==> config.mk <==
export PLATFORM = sky130hd
export DESIGN_NAME = demux_1_to_16_buf
export DESIGN_NICKNAME = d
export VERILOG_FILES = /design/src/rtl/demux_1_to_16_buf.sv
export SDC_FILE = /design/constraint.sdc
export NUM_CORES = 1
export LEC_CHECK = 0
export ABC_AREA = 1
export CAP_MARGIN = 20
export CORE_MARGIN = 2
export CORE_UTILIZATION = 49
export DETAILED_ROUTE_END_ITERATION = 6
export GPL_TIMING_DRIVEN = 1
export PLACE_DENSITY = 0.8
export SLEW_MARGIN = 20
export SYNTH_ARGS = -nofsm -noshare
export SYNTH_HDL_FRONTEND = slang
export SYNTH_SLANG_ARGS = --single-unit
==> constraint.sdc <==
create_clock -name clock -period 6.1 [get_ports clock]
set_input_delay 0.915 -clock clock [delete_from_list [all_inputs] [get_ports clock]]
set_output_delay 0.915 -clock clock [all_outputs]
set_load 0.02 [all_outputs]
==> src/rtl/demux_1_to_16_buf.sv <==
// rtl/demux_1_to_16_buf.sv - registered 1-to-16 demultiplexer with per-channel holding registers
//
// Purpose:
//   Accepts one word per cycle on a valid/ready input and steers it to one of
//   16 single-entry output channels (or to all 16 at once on broadcast).
//   Every channel has its own valid/ready handshake toward its consumer.
//
// Ports:
//   clock      in   1        system clock, rising edge
//   reset      in   1        synchronous active-high reset
//   in_data    in   bits     input word
//   in_sel     in   4        destination channel, ignored when in_bcast=1
//   in_bcast   in   1        write in_data to all 16 channels
//   in_valid   in   1        input word present
//   in_ready   out  1        input word accepted when in_valid & in_ready
//   out_data   out  16*bits  channel k data at [k*bits +: bits]
//   out_valid  out  16       per-channel holding register full
//   out_ready  in   16       per-channel consumer ready
//   occupancy  out  5        number of full channels, 0..16
module demux_1_to_16_buf #(
    parameter int bits = 1
) (
    input  logic               clock,
    input  logic               reset,
    input  logic [bits-1:0]    in_data,
    input  logic [3:0]         in_sel,
    input  logic               in_bcast,
    input  logic               in_valid,
    output logic               in_ready,
    output logic [16*bits-1:0] out_data,
    output logic [15:0]        out_valid,
    input  logic [15:0]        out_ready,
    output logic [4:0]         occupancy
);

    logic [15:0] free;
    logic [15:0] load;
    logic [15:0] next_valid;
    logic [4:0]  next_count;
    logic        accept;

    // A channel can take a word if it is empty or is being drained this cycle,
    // which gives same-cycle drain-and-refill at full throughput.
    always_comb begin
        free = ~out_valid | out_ready;
    end

    // Broadcast waits until every channel can take the word so no channel is
    // ever overwritten while still holding undelivered data.
    assign in_ready = !reset && (in_bcast ? (&free) : free[in_sel]);
    assign accept   = in_valid && in_ready;

    always_comb begin
        load       = '0;
        next_valid = '0;
        next_count = '0;
        for (int k = 0; k < 16; k++) begin
            load[k]       = accept && (in_bcast || (in_sel == 4'(k)));
            next_valid[k] = load[k] || (out_valid[k] && !out_ready[k]);
            next_count    = next_count + {4'd0, next_valid[k]};
        end
    end

    // Occupancy is registered from the next-state vector so it always matches
    // popcount(out_valid) without a combinational adder tree on the output.
    always_ff @(posedge clock) begin
        if (reset) begin
            out_valid <= '0;
            out_data  <= '0;
            occupancy <= '0;
        end else begin
            out_valid <= next_valid;
            occupancy <= next_count;
            for (int k = 0; k < 16; k++) begin
                if (load[k]) begin
                    out_data[k*bits +: bits] <= in_data;
                end
            end
        end
    end

endmodule

# Yosys cells after proc, flatten, opt, wreduce, memory -nomap -nowiden
# Index checks and enable logic that the tools add are counted.
# op_classes
add_sub_neg,15
multipliers,0
div_mod_pow,0
n_lt_le_gt_ge,1
n_eq_ne,15
shifts,0
muxes,3
n_bitwise,2
n_reduce_logical,85
# ops
operator,n
adder 5 x 1 -> 5 bit,11
logical AND 1 bit,34
"== test 4 bit, second input constant",8
logical OR 1 bit,32
zero test 1 bit,17
"== test 4 x 3 -> 1 bit, second input constant",4
inverter 16 bit,1
OR 16 bit,1
AND reduction 16 bit,1
"== test 4 x 2 -> 1 bit, second input constant",2
adder 4 x 1 -> 5 bit,1
"< comparator 4 x 5 -> 1 bit, second input constant",1
adder 3 x 1 -> 4 bit,1
binary-select mux 1 bit (select 4 bit),1
"== test 4 x 1 -> 1 bit, second input constant",1
zero test 4 bit,1
adder 2 x 1 -> 3 bit,1
adder 1 x 1 -> 2 bit,1
2-to-1 mux 1 bit,2
# word_totals
ff_bits,37
latch_bits,0
ram_bits,0
romBits,0
inputBits,25
out_inout_bits,38
elab_cells,139
n_memories,0

# Logic depth before layout (Yosys ltp)
# Gate-level depths: netlist of the first run.
# logic_depth
depth_word,24
ltp_mapped,25
depth_no_buf,24

# Worst setup path before layout of the first run
# No wires, ideal clock.
# synth_path
path_kind,in2reg
startpoint,in out_ready[2]
endpoint,reg occupancy[2]
setup_time_ps,119
arrival_time_ps,4954
required_ps,5981
path_slack_ps,1027
stages,23
path_buffers,1
cell_sequence,inv_1 nand2_1 nand2_1 nor2_1 nand2_1 nor2_1 nor2_1 nor2_2 buf_6 nand4_2 nand2_1 inv_2 fa_1 inv_1 fa_1 fa_1 inv_1 fa_1 inv_1 ha_1 fa_1 o21ai_0 a21oi_1
# synth_via
elab_chain_cells,23
elab_cells_between_ends,56
classes_between,15 x add/sub; 3 x mux; 1 x bitwise; 37 x reduce/logical
# synth_rtl
element,line,source
from (decl),32,"input logic [15:0] out_ready,"
OR 16 bit,45,free = ~out_valid | out_ready;
binary-select mux 1 bit (select 4 bit),50,assign in_ready = !reset && (in_bcast ? (&free) : free[in_sel]);
2-to-1 mux 1 bit (implied by the code),50,
2-to-1 mux 1 bit,50,
logical AND 1 bit,50,
logical AND 1 bit,51,assign accept = in_valid && in_ready;
logical AND 1 bit,58,load[k] = accept && (in_bcast || (in_sel == 4'(k)));
logical OR 1 bit,59,next_valid[k] = load[k] || (out_valid[k] && !out_ready[k]);
adder 1 x 1 -> 2 bit,60,"next_count = next_count + {4'd0, next_valid[k]};"
adder 2 x 1 -> 3 bit,60,
adder 3 x 1 -> 4 bit,60,
adder 4 x 1 -> 5 bit,60,
adder 5 x 1 -> 5 bit (10 in series),60,
adder 5 x 1 -> 5 bit (*),60,
to (signal assigned),73,occupancy <= next_count;
to (decl),33,output logic [4:0] occupancy
# Every way passes the cells marked *; elsewhere a longest branch is shown, timed or not. The select of a mux whose other input is x is not followed.
# A chain may end at the register's enable or synchronous reset.

# Final worst setup path of the first run
# layout_path
startpoint,in in_sel[1]
endpoint,reg occupancy[2]
# layout_via
elab_chain_cells,22
elab_cells_between_ends,84
classes_between,15 x add/sub; 15 x eq/ne; 3 x mux; 51 x reduce/logical
# layout_rtl
element,line,source
from (decl),26,"input logic [3:0] in_sel,"
binary-select mux 1 bit (select 4 bit),50,
2-to-1 mux 1 bit (implied by the code),50,
2-to-1 mux 1 bit,50,
logical AND 1 bit,50,
logical AND 1 bit,51,
logical AND 1 bit,58,
logical OR 1 bit,59,
adder 1 x 1 -> 2 bit,60,
adder 2 x 1 -> 3 bit,60,
adder 3 x 1 -> 4 bit,60,
adder 4 x 1 -> 5 bit,60,
adder 5 x 1 -> 5 bit (10 in series),60,
adder 5 x 1 -> 5 bit (*),60,
# Marks and branches as above.

==> impl_results.md, run 1 <==
- Cell mode on critical path: fa_1
- Worst Path Required: approximately 6.3 ns
- DRC violations left: 0
- Wire per inst: ~12 um
- Clk pwr share: 0.251
- Hold Crit Class: reg -> reg
- WP buf/inv: 6
- Worst hold stages: 4
- IO Pins: 63
- Crit-path cells: clkdlybuf4s50_1 > nand2_1 > inv_2 > nand3_1 > nand2_1 > nor2_1 > nor2_1 > nor2_1 > nand2_1 > nand2_4 > nand4_1 > nand2_1 > inv_1 > fa_1 > inv_1 > fa_1 > fa_1 > inv_1 > fa_1 > inv_1 > ha_1 > fa_1 > o21ai_0 > a21oi_1
- Fin Clk Skew: roughly 0.0052 ns
- CP Max Fanout: 17
- CP peak stage delay: between 0.5 and 0.6 ns
- Antenna-violating nets left: 0
- Max_slew headroom: 0.6125
- Syn Area/Cell: between 6 and 7 sq um
- DP Area: 3134 sq um
- # diodes: 0
- Net Switching: 245.2 uW
- Post-Syn Nets: 409
- Post-CTS sizing: 0
- CP Launch Type: input port
- Total grt overflow: 0
- Crit path from: in_sel[1]
- Clock tree buffer depth: 2
- Vias per cell: between 4 and 5
- Post-CTS setup buffer count: 0
- Buffers on Ports: 62
- Place WS: 0.08224 ns
- Reg power frac: 0.383
- Reg2Reg Setup Slack: around 1.3 ns
- Clock Latency Late Sink: roughly 0.30 ns
- Fillcell total: between 400 and 500
- Synth cell types: 25
- Sw Share: 0.3483
- Asr flop ratio synth: 0
- Critical path endpoint category: flop
- Die Wd: ~75 um
- Part of the Yosys area used for sequential elements: 0.3004
- DIE AREA: ~5600 sq um
- Hold buffers post-CTS: 0
- Pleak: between 1.5 and 2 nW
- Vias in the first global route: between 2000 and 2500
- Root Buffer: clkbuf_8
- Final Util: 0.6729
- RSZ-0062 raised after global routing: no
- Starting Density: 0.5153
- Hold slack: just over 0.5 ns
- VDD IR-drop max: roughly 0.19 mV
- Fin nets: 473
- Register bit total from synthesis: 37
- Fin. Hold Viols: 0
- Worst Hold End: out_data[10]$_SDFFE_PP0P_
- Minimum clock period: ~5.7 ns
- Die height: around 75 um
- Largest net degree at the start of global routing: 21
- Area of the mapped netlist: around 2500 sq um
- Hold wc startpoint: out_data[10]$_SDFFE_PP0P_
- HPWL Detailed: between 4000 and 5000 um
- First-pass GRT wire length: ~10000 um
- Routed vias: between 2000 and 2500
- Crit path max-delay family: adder cells
- Internal: 458.9 uW
- DR iter-0 viols: between 150 and 200
- Final critical-path share of the clock period: 0.9397
- Crit Path Class: in -> reg
- Post-route setup TNS: 0 ns
- Share of layout cells above drive strength 1: 0.1132
- Slew @ Worst Pin: a little under 0.6 ns
- Rows: 25
- Post-synth EDFFs: 0
- Final setup violation count: 0
- Syn. warnings: 0
- Synth Flop Type: dfxtp_1
- PD cells: between 200 and 250 nW/um^2
- Initial antenna violation count: 0
- Layout area overhead: 30.59%
- FF-to-FF path depth: 24
- Arr. time, crit path: about 5.9 ns
- Highest attainable clock frequency: approximately 0.17 GHz
- MaxCap Viol Count: 0
- TritonRoute pass-1 iters: 5
- Reg clk slew, reported paths: approximately 0.070 ns
- CTS Buf Count: 5
- H-tree depth: 2
- Comb power frac: 0.366
- Global router's overall resource usage: 0.2365
- RR Startpoint: out_valid[14]$_SDFF_PP0_
- Slowest library cell on the worst path: fa_1
- Final worst setup slack: 0.3676 ns
- CTS tree: yes
- Total Routed Length: about 6000 um
- Final max-slew violation count: 0
- Status: finished clean
- Cells after Synth: roughly 370
- End of the worst register-to-register path: occupancy[2]$_SDFF_PP0_
- Finished Cell Area: roughly 3200 sq um
- Clk sink count: 37
- GP Congestion: approximately 0.85
- Core area: 4786 sq um
[Yosys cell counts (2+ instances only)]
master    number  area share
nand2_1       94        0.14
inv_1         68        0.10
nor2_1        65       0.099
dfxtp_1       37        0.30
o21ai_0       18       0.037
inv_2         12       0.018
nor2_2        11       0.028
fa_1          10       0.081
a21oi_1        9       0.018
nand4_1        9       0.023
ha_1           5       0.025
nand4_4        5       0.043
clkbuf_1       4      0.0061
nand2_2        4       0.010
nand4_2        4       0.020
nand3_1        3      0.0061
buf_1          2      0.0030
buf_6          2      0.0091
[metrics by stage]
step / total power [mW] / cells
global route: 0.7544 / 500
finish: 0.7041 / 500
CTS: 0.7091 / 500
floorplan: 0.4425 / 369
detailed placement: 0.5336 / 493
global placement: 0.5268 / 493
[flip-flops by register name, summed over array words and instances, names as in the netlist]
register	count
out_data	16
out_valid	16
occupancy	5
[cells in the final DEF (no fill, tap or decap), drive strengths merged]
master | netlist | layout
ha | 5 | 5
nor3 | 1 | 1
inv | 80 | 80
clkbuf | 5 | 7
fa | 10 | 10
nand4 | 18 | 18
and2 | 1 | 1
dfxtp | 37 | 37
clkdlybuf4s50 | 0 | 62
a21o | 1 | 1
o21ai | 18 | 18
buf | 5 | 5
nor2 | 76 | 76
clkinv | 1 | 1
nand3 | 3 | 3
nand2 | 99 | 99
a21oi | 9 | 9
[routing by layer]
| layer | track usage | up-vias | wire, um |
|---|---|---|---|
| li1 | - | 1229 | - |
| met1 | 0.2978 | 1055 | 2589 |
| met2 | 0.4084 | 69 | 2939 |
| met3 | 0.05087 | 8 | 356 |
| met4 | 0.06746 | 0 | 79 |
| met5 | 0 | - | 0 |
[worst reg2reg max path: cells and delay by family (launching register included)]
family | cells | cell delay, ns
simple gates | 9 | 0.90
buf+inv | 7 | 0.58
fa+ha+maj | 6 | 2.66
compound gates | 2 | 0.24
flops | 1 | 0.31
[logic make-up (layout without fill, tap and decap cells)]
group,count (synthesis),count (layout),share of synthesized area
and+or+nand+nor,198,198,0.3820
DFF,37,37,0.3004
adders and majority gates,15,15,0.1065
AOI/OAI and AO/OA,28,28,0.05784
buffers and inverters,91,155,0.1532
[worst max path at each step]
stage	end	slack (ns)	depth (start not counted)
6_report	occupancy[2]$_SDFF_PP0_	0.37	24
5_1_grt	occupancy[2]$_SDFF_PP0_	0.02	24
4_1_cts	occupancy[2]$_SDFF_PP0_	0.39	24
3_5_place_dp	occupancy[2]$_SDFF_PP0_	0.08	24
3_3_place_gp	occupancy[2]$_SDFF_PP0_	0.22	24
2_1_floorplan	occupancy[2]$_SDFF_PP0_	1.03	23
[layout make-up]
class	count	area, sq um	area share
clock buffer	7	86.33	0.02681
tap	67	83.83	0.02603
timing repair buffer	67	658.1	0.2044
inverter	81	304.0	0.09441
multi-input combinational	241	1348	0.4184
sequential	37	740.7	0.2300
[power groups by stage]
stage / Combinational (mW) / Sequential [mW] / Clock, mW
2_1_floorplan: 0.144 / 0.299 / 0
5_1_grt: 0.292 / 0.272 / 0.190
4_1_cts: 0.260 / 0.270 / 0.179
3_3_place_gp: 0.252 / 0.275 / 0
6_report: 0.258 / 0.270 / 0.177
3_5_place_dp: 0.258 / 0.275 / 0
Note: power is estimated with default switching activity, not from simulation.
==> run 2: changes to the inputs <==
--- a/config.mk
+++ b/config.mk
@@ -11,6 +11,7 @@
 export CORE_UTILIZATION = 49
 export DETAILED_ROUTE_END_ITERATION = 6
 export GPL_TIMING_DRIVEN = 1
+export HOLD_SLACK_MARGIN = 0.08
 export PLACE_DENSITY = 0.8
 export SLEW_MARGIN = 20
 export SYNTH_ARGS = -nofsm -noshare
==> results of run 2 <==
Same layout as run 1: the final DEF is identical, and so are final timing and power.
==> run 3: changes to the inputs <==
--- a/config.mk
+++ b/config.mk
@@ -13,6 +13,7 @@
 export GPL_TIMING_DRIVEN = 1
 export HOLD_SLACK_MARGIN = 0.08
 export PLACE_DENSITY = 0.8
+export SKIP_CTS_REPAIR_TIMING = 1
 export SLEW_MARGIN = 20
 export SYNTH_ARGS = -nofsm -noshare
 export SYNTH_HDL_FRONTEND = slang
==> results of run 3 <==
Same layout as run 1: the final DEF is identical, and so are final timing and power.
